### src/rtl/noc_vc_input_buffer_pkg.sv
// Shared definitions for the NoC VC input buffer: flit defaults, flit type field, clog2.
package noc_vc_input_buffer_pkg;

    localparam int unsigned FLIT_W_DEFAULT = 40;

    // Flit type field occupies the top FLIT_TYPE_W bits of a flit.
    localparam int unsigned FLIT_TYPE_W = 2;

    typedef enum logic [FLIT_TYPE_W-1:0] {
        FlitHead   = 2'd0,
        FlitBody   = 2'd1,
        FlitTail   = 2'd2,
        FlitSingle = 2'd3
    } flit_type_e;

    // Ceiling log2, used to derive VC and pointer widths from the counts.
    function automatic int unsigned clog2(input int unsigned value);
        int unsigned r;
        r = 0;
        while ((32'd1 << r) < value) begin
            r = r + 1;
        end
        return r;
    endfunction

endpackage

### src/rtl/noc_vc_input_buffer_vc_fifo_ctrl.sv
// Pointer and occupancy bookkeeping for one virtual channel of the shared buffer.
module noc_vc_input_buffer_vc_fifo_ctrl #(
    parameter int unsigned DEPTH = 8,
    parameter int unsigned PTR_W = 3
) (
    input  logic             clk,
    input  logic             rst,
    input  logic             push,
    input  logic             pop,
    output logic [PTR_W-1:0] wptr,
    output logic [PTR_W-1:0] rptr,
    output logic [PTR_W:0]   count,
    output logic             empty,
    output logic             full
);

    localparam logic [PTR_W:0] FullCount = (PTR_W + 1)'(DEPTH);

    // Pointers wrap modulo DEPTH; count only moves when exactly one of push/pop fires.
    always_ff @(posedge clk or posedge rst) begin
        if (rst) begin
            wptr  <= '0;
            rptr  <= '0;
            count <= '0;
        end else begin
            if (push) begin
                wptr <= wptr + 1'b1;
            end
            if (pop) begin
                rptr <= rptr + 1'b1;
            end
            if (push && !pop) begin
                count <= count + 1'b1;
            end else if (pop && !push) begin
                count <= count - 1'b1;
            end
        end
    end

    assign empty = (count == '0);
    assign full  = (count == FullCount);

endmodule

### src/rtl/noc_vc_input_buffer.sv
// Multi-VC flit input buffer: NUM_VC FIFOs sharing one storage array, one credit per read.
module noc_vc_input_buffer
    import noc_vc_input_buffer_pkg::*;
#(
    parameter int unsigned FLIT_W = FLIT_W_DEFAULT,
    parameter int unsigned NUM_VC = 4,
    parameter int unsigned DEPTH  = 8,
    parameter int unsigned VC_W   = clog2(NUM_VC),
    parameter int unsigned PTR_W  = clog2(DEPTH)
) (
    input  logic              clk,
    input  logic              rst,
    input  logic              wr_en,
    input  logic [VC_W-1:0]   wr_vc,
    input  logic [FLIT_W-1:0] wr_data,
    input  logic              rd_en,
    input  logic [VC_W-1:0]   rd_vc,
    output logic [FLIT_W-1:0] rd_data,
    output logic              rd_valid,
    output logic [NUM_VC-1:0] vc_empty,
    output logic [NUM_VC-1:0] vc_full,
    output logic [NUM_VC-1:0] credit_out,
    output logic              err_overflow,
    output logic              err_underflow
);

    localparam int unsigned    MemDepth  = NUM_VC * DEPTH;
    localparam logic [PTR_W:0] FullCount = (PTR_W + 1)'(DEPTH);

    logic [PTR_W-1:0]      wptr  [NUM_VC];
    logic [PTR_W-1:0]      rptr  [NUM_VC];
    logic [PTR_W:0]        count [NUM_VC];
    logic [NUM_VC-1:0]     empty;
    logic [NUM_VC-1:0]     full;
    logic [NUM_VC-1:0]     push;
    logic [NUM_VC-1:0]     pop;
    logic                  wr_acc;
    logic                  rd_acc;
    logic [VC_W+PTR_W-1:0] wr_addr;
    logic [VC_W+PTR_W-1:0] rd_addr;
    logic [FLIT_W-1:0]     mem [MemDepth];

    // Write and read are accepted independently from pre-edge occupancy, so a full VC
    // never reuses a slot in the same cycle and an empty VC never falls through.
    assign wr_acc  = wr_en & ~full[wr_vc];
    assign rd_acc  = rd_en & ~empty[rd_vc];
    assign wr_addr = {wr_vc, wptr[wr_vc]};
    assign rd_addr = {rd_vc, rptr[rd_vc]};

    // Decode accepted requests into per-VC push/pop strobes.
    always_comb begin
        push = '0;
        pop  = '0;
        if (wr_acc) begin
            push[wr_vc] = 1'b1;
        end
        if (rd_acc) begin
            pop[rd_vc] = 1'b1;
        end
    end

    for (genvar g = 0; g < NUM_VC; g++) begin : gen_vc
        noc_vc_input_buffer_vc_fifo_ctrl #(
            .DEPTH (DEPTH),
            .PTR_W (PTR_W)
        ) u_ctrl (
            .clk   (clk),
            .rst   (rst),
            .push  (push[g]),
            .pop   (pop[g]),
            .wptr  (wptr[g]),
            .rptr  (rptr[g]),
            .count (count[g]),
            .empty (empty[g]),
            .full  (full[g])
        );

        assign vc_empty[g] = (count[g] == '0);
        assign vc_full[g]  = (count[g] == FullCount);
    end

    // Shared storage; never reset, contents are only meaningful under a valid pointer.
    always_ff @(posedge clk) begin
        if (wr_acc) begin
            mem[wr_addr] <= wr_data;
        end
    end

    // Registered read port, credit pulses and sticky error flags.
    always_ff @(posedge clk or posedge rst) begin
        if (rst) begin
            rd_data       <= '0;
            rd_valid      <= 1'b0;
            credit_out    <= '0;
            err_overflow  <= 1'b0;
            err_underflow <= 1'b0;
        end else begin
            rd_valid   <= rd_acc;
            credit_out <= pop;
            if (rd_acc) begin
                rd_data <= mem[rd_addr];
            end
            if (wr_en && full[wr_vc]) begin
                err_overflow <= 1'b1;
            end
            if (rd_en && empty[rd_vc]) begin
                err_underflow <= 1'b1;
            end
        end
    end

endmodule

### config.mk
export PLATFORM = sky130hd
export DESIGN_NAME = noc_vc_input_buffer
export DESIGN_NICKNAME = d
export VERILOG_FILES = /design/src/rtl/noc_vc_input_buffer_pkg.sv /design/src/rtl/noc_vc_input_buffer_vc_fifo_ctrl.sv /design/src/rtl/noc_vc_input_buffer.sv
export SDC_FILE = /design/constraint.sdc
export NUM_CORES = 2
export LEC_CHECK = 0
export ABC_AREA = 1
export BUFFER_PORTS_ARGS = -buffer_cell sky130_fd_sc_hd__buf_2
export CORE_MARGIN = 2
export CORE_UTILIZATION = 42
export CTS_CLUSTER_DIAMETER = 120
export DETAILED_ROUTE_END_ITERATION = 16
export HOLD_SLACK_MARGIN = 0.02
export PLACE_DENSITY = 0.67
export SLEW_MARGIN = 20
export SYNTH_ARGS = -nofsm -noshare
export SYNTH_HDL_FRONTEND = slang
export SYNTH_HIERARCHICAL = 1
export SYNTH_SLANG_ARGS = --single-unit
### constraint.sdc
create_clock -name clk -period 13.8 [get_ports clk]
set_input_delay 3.45 -clock clk [delete_from_list [all_inputs] [get_ports clk]]
set_output_delay 3.45 -clock clk [all_outputs]
set_load 0.01 [all_outputs]
== After elaboration in Yosys (flattened, before gate mapping) ==
Memories as Yosys holds them, arrays and structs flattened. A register that Yosys moved wholly into a read port is not among the register bits.
Cells that the tools add are included.
Word-level totals
  bits in registers: 47
  bits in latches: 0
  memory bits (writable): 1280
  memory bits (read-only): 0
  output and inout port bits: 55
  memories kept: 1
Memories
  mem: depth 32, bits a word 40, read ports 1, clocked after memory_dff 1, wr ports 1, line noc_vc_input_buffer.sv:41  | logic [FLIT_W-1:0] mem [MemDepth];
Cells by class
  add/sub/neg operators: 16
  $mul: 0
  div/mod/pow operators: 0
  $lt $le $gt $ge: 6
  equal/unequal tests: 4
  shift-type cells: 0
  multiplexer cells: 26
  bitwise gates (word level): 6
  reduce and logical (&&, ||, !) cells: 28
Operators with widths (count)
  4-bit 2-to-1 mux: 10
  3-bit by 1-bit adder with 3-bit output (second input constant): 8
  4-bit by 1-bit adder with 4-bit output (second input constant): 4
  4-bit == test (second input constant): 4
  4-bit zero test: 4
  4-bit by 1-bit subtractor with 4-bit output (second input constant): 4
  3-bit binary-select mux with 2-bit select: 2
  1-bit logical AND: 12
  3-bit 2-to-1 mux: 4
  1-bit zero test: 8
  2-bit nonzero test: 4
  3-bit >= comparator (second input constant): 2
  2-bit by 3-bit < comparator with 1-bit output (second input constant): 2
  1-bit 2-to-1 mux: 6
  2-bit NOT with 3-bit output: 2
  1-bit binary-select mux with 2-bit select: 2
  1-bit demux with 2-bit select: 2
  2-bit by 1-bit >= comparator with 1-bit output (second input constant): 2
  1-bit AND: 2
  1-bit NOT: 2

== Depth between registers and ports, before layout ==
  word-level depth: 10
  gate-level depth with buffers: 20

== Cells and area by module ==
The synthesis kept the hierarchy.
Modules (own cells, without submodules)
  noc_vc_input_buffer: instances 1, cells an instance 5194, area each 57660.3 µm², sequential area each 39613.0 µm²
  noc_vc_input_buffer_vc_fifo_ctrl: instances 4, cells an instance 60, area each 548.0 µm², sequential area each 250.2 µm²

== Worst setup path before layout ==
No wires, ideal clock.
  kind: input to register
  from: input wr_vc[1]
  to: memory mem[16][0] (netlist name) (enable)
  library setup time: 0.487 ns
  arrival: 7.325 ns
  required time: 13.313 ns
  setup slack: 5.988 ns
  cell stages on the path: 8
  cell sequence: inv_1 > nand2_1 > inv_1 > a22oi_1 > nand4_1 > nor3_1 > nand3_1 > nor3_1
On the way
  word-level cells in the longest chain between the ends: 6
  elaborated cells between the ends (all ways): 10
  those cells by class: 7 x mux; 3 x bitwise
Ends and longest elaborated chain
  from (decl): line noc_vc_input_buffer.sv:14  | input logic [VC_W-1:0] wr_vc,
  1-bit binary-select mux with 2-bit select: line noc_vc_input_buffer.sv:45  | assign wr_acc = wr_en & ~full[wr_vc];
  1-bit 2-to-1 mux (not written as such): line noc_vc_input_buffer.sv:45
  1-bit NOT: line noc_vc_input_buffer.sv:45
  1-bit AND: line noc_vc_input_buffer.sv:45
  1-bit 2-to-1 mux: line noc_vc_input_buffer.sv:84  | if (wr_acc) begin
  1-bit 2-to-1 mux (not written as such): line noc_vc_input_buffer.sv:85  | mem[wr_addr] <= wr_data;
  to (decl): line noc_vc_input_buffer.sv:41
Parallel ways exist; a longest one is shown, timed or not. The select of a mux whose other input is x is not followed.

== Worst setup path after layout ==
  from: input rd_vc[0]
  to: register rd_data[22] (read register of mem)
On the way
  word-level cells in the longest chain between the ends: 4
  elaborated cells between the ends (all ways): 8
  those cells by class: 5 x mux; 3 x bitwise
Ends and longest elaborated chain
  from (decl): line noc_vc_input_buffer.sv:17  | input logic [VC_W-1:0] rd_vc,
  2-bit NOT with 3-bit output (not written as such) or 1-bit binary-select mux with 2-bit select (tied branches): line noc_vc_input_buffer.sv:48, noc_vc_input_buffer.sv:46
  3-bit binary-select mux with 2-bit select or 1-bit 2-to-1 mux (tied branches): line noc_vc_input_buffer.sv:48, noc_vc_input_buffer.sv:46
  3-bit 2-to-1 mux (not written as such) or 1-bit NOT (tied branches): line noc_vc_input_buffer.sv:48, noc_vc_input_buffer.sv:46
  3-bit 2-to-1 mux (not written as such) or 1-bit AND (tied branches): line noc_vc_input_buffer.sv:48, noc_vc_input_buffer.sv:46
  to (decl): line noc_vc_input_buffer.sv:18  | output logic [FLIT_W-1:0] rd_data,
Parallel ways exist; a longest one is shown, timed or not. The select of a mux whose other input is x is not followed.
A chain may end at the register's enable or synchronous reset.

==> flow_summary.ini <==
[timing]
final.setup_skew_ps = 26.1
rsz0062_at_grt = false
hold_violations = 0
slew_violations = 0
fin_crit_sh = 0.529
max_freq_mhz = 137
slew_headroom = 0.0171
tightest_slew_ps = 1470
post-route-min-period_ps = 7300
final.setup.tns_ps = 0
finalSetupViolCount = 0

[floorplanning]
rows = 138
die_x_um = 382
die_h_um = 382
ios = 103
die_area_um2 = 146000
start_util = 0.423
core-area_um2 = 142000

[synth]
yosysSeqAreaShare = 0.679
avgSynthCellArea_um2 = 11.0
synth_edf_count = 1280
synth_top_cell_by_area = edfxtp_1
async_flop_share = 0.0636
synth-seq-cells = 1367
yosys-top-cells-count = 1280 x edfxtp_1, 1174 x nand3_1, 1000 x nand2_1
synth.area.top_cells = edfxtp_1 64%, nand3_1 9.8%, nand2_1 6.3%
yosysMostFrequentCell = edfxtp_1
synth_cells = 5434
synth_nets = 5506
yosys_warnings = 6
ys.flop_type = edfxtp_1
synth_top_area_frac = 0.642
mappedNetlistArea_um2 = 59900
synth_cell_types = 35

[cts]
clock_path_buffers = 3
htree_levels = 4
cts_hold_buf = 0
cts_tree = done
clk_pin_slew_ps = 60
cts-resized-gates = 0
cts-root-buf = clkbuf_16
clock_sinks = 1367
cts_buffers = 138
post_cts_buffers = 0
worstSkewPairLatency_ps = 770

[setup_path]
reg2reg_from = gen_vc[2].u_ctrl/rptr[0]
cp-end-kind = flip-flop
r2r-end = rd_data[22]
crit_buf_inv = 4
max_stage_delay_ps = 720
rrSetupSlack_ps = 9040
crit_path_frequent_cell = nand3_1
start_kind = primary input
path_class = in -> reg
slowest_stage = nand2_8
reg2reg_depth = 13
worst-endpoint-arrival_ps = 7930
cp-startpoint = rd_vc[0]
path_max_fanout = 207
worstPathCellList = buf_2, inv_2, nand2_1, nand2_1, nand2_4, nand2_8, buf_12, buf_12, nand2_1, nand3_1, nand3_1, nand3_1, nand3_1, nor2_1, nor2_1
crit_family = simple AND/OR/NAND/NOR gates
critPathRequiredTime_ps = 14430

[placed_design]
hpwl_um = 78900
portBuffers = 102
gp_congestion = 0.775
placed_area_um2 = 62200
place_inst = 7168

[finish]
area_growth_syn_to_layout_pct = 11.0
utilization = 0.469
finalNonFillerCells = 7423
drive_gt1_frac = 0.0828
fin_nets = 5490
final_area_um2 = 66500

[detailed_routing]
drtIter0Drc = 5168
viasPerCell = 5.50
drc_errors = 0
wl_per_cell_um = 22.9
totalWireLength_um = 170000
vias = 40800
dr.pass1.iters = 6
drt.antenna.violating_nets = 0

[hold_path]
hold_depth = 1
whs_endpoint = err_underflow
hp-start = err_underflow
hold_class = reg -> reg

[flow_run]
max_cap_violations = 0

[global_routing]
grt_util_all_layers = 0.231
grt_pass1_wl_um = 252000
grt_pass1_vias = 38900
antenna_found_initial = 15
grt-ovfl-total = 0
grt_max_degree = 208

[power]
leakage_nw = 26.2
total_power_mw = 11.6
power.density_nw_per_um2 = 174
max-vdd-ir-drop_v = 0.000177

[run_status]
status = complete, no violations
[worst max path at each step]
stage	to	slack [ps]	cells past startpoint
2_1_floorplan	mem[16][0]	5990	8
3_3_place_gp	rd_data[28]	6020	15
3_5_place_dp	rd_data[28]	5970	15
4_1_cts	rd_data[28]	6790	15
5_1_grt	rd_data[28]	6280	15
6_report	rd_data[22]	6500	15
[cells in the final DEF, fill, tap and decap left out, types with 7 or more instances in the layout]
| cell | Yosys | routed |
|---|---|---|
| xnor2_1 | 8 | 8 |
| clkinv_2 | 0 | 22 |
| ha_1 | 20 | 20 |
| dfrtp_1 | 87 | 87 |
| nor2_1 | 122 | 95 |
| nand3_1 | 1174 | 1174 |
| edfxtp_1 | 1280 | 1280 |
| xor2_1 | 16 | 16 |
| nor2_4 | 0 | 31 |
| nand3b_1 | 400 | 400 |
| clkbuf_16 | 0 | 144 |
| nor3_1 | 16 | 12 |
| clkbuf_1 | 124 | 40 |
| nand2_1 | 1000 | 997 |
| buf_4 | 2 | 60 |
| inv_1 | 846 | 843 |
| inv_6 | 0 | 7 |
| clkbuf_8 | 0 | 13 |
| o211ai_1 | 40 | 40 |
| inv_2 | 9 | 9 |
| buf_2 | 180 | 102 |
| or2_2 | 43 | 43 |
| clkinv_1 | 0 | 21 |
[per-layer routing]
metal | up-vias | track usage | share of wire | wire, um
met5 | - | 0 | 0.00015 | 26
met3 | 344 | 0.0328 | 0.091 | 15500
met1 | 20100 | 0.313 | 0.40 | 68200
met4 | 6 | 0.0870 | 0.035 | 5920
met2 | 2082 | 0.378 | 0.47 | 80500
li1 | 18300 | - | - | -
[cell type report]
cell class | count | area [um2]
fillers | 12600 | 75100
flip-flops and latches | 1367 | 40600
multi-input cells | 2888 | 14900
clock buffers | 197 | 3930
inverters | 855 | 3220
well taps | 1890 | 2360
repair buffers | 168 | 1080
clock inverters | 55 | 358
diodes | 3 | 7.51
[kinds of logic after synthesis]
family	Yosys count	share of synthesized area
compound gates	60	0.00702
xor+xnor	24	0.00351
fa+ha+maj	24	0.00552
buf+inv	1179	0.0778
flops	1367	0.679
mux	4	0.000753
simple gates	2776	0.227
[power breakdown]
part / internal, mW / switching (mW) / leakage (nW)
logic: 0.872 / 2.11 / 11.6
clock network: 2.02 / 1.57 / 2.11
registers: 4.80 / 0.182 / 12.6
[metrics by stage]
step | setup slack (ps) | hold slack [ps]
after floorplan | 5990 | 466
after global placement | 6020 | 442
after detailed placement | 5970 | 444
after CTS | 6790 | 459
after global routing | 6280 | 478
final | 6500 | 456
[registers in the layout, summed over array words and instances, names as in the netlist]
| name | count |
|---|---|
| credit_out | 4 |
| err_overflow | 1 |
| err_underflow | 1 |
| gen_vc.u_ctrl/count | 16 |
| gen_vc.u_ctrl/rptr | 12 |
| gen_vc.u_ctrl/wptr | 12 |
| mem | 1280 |
| rd_data | 40 |
| rd_valid | 1 |
Power figures use the tool's default switching activity.
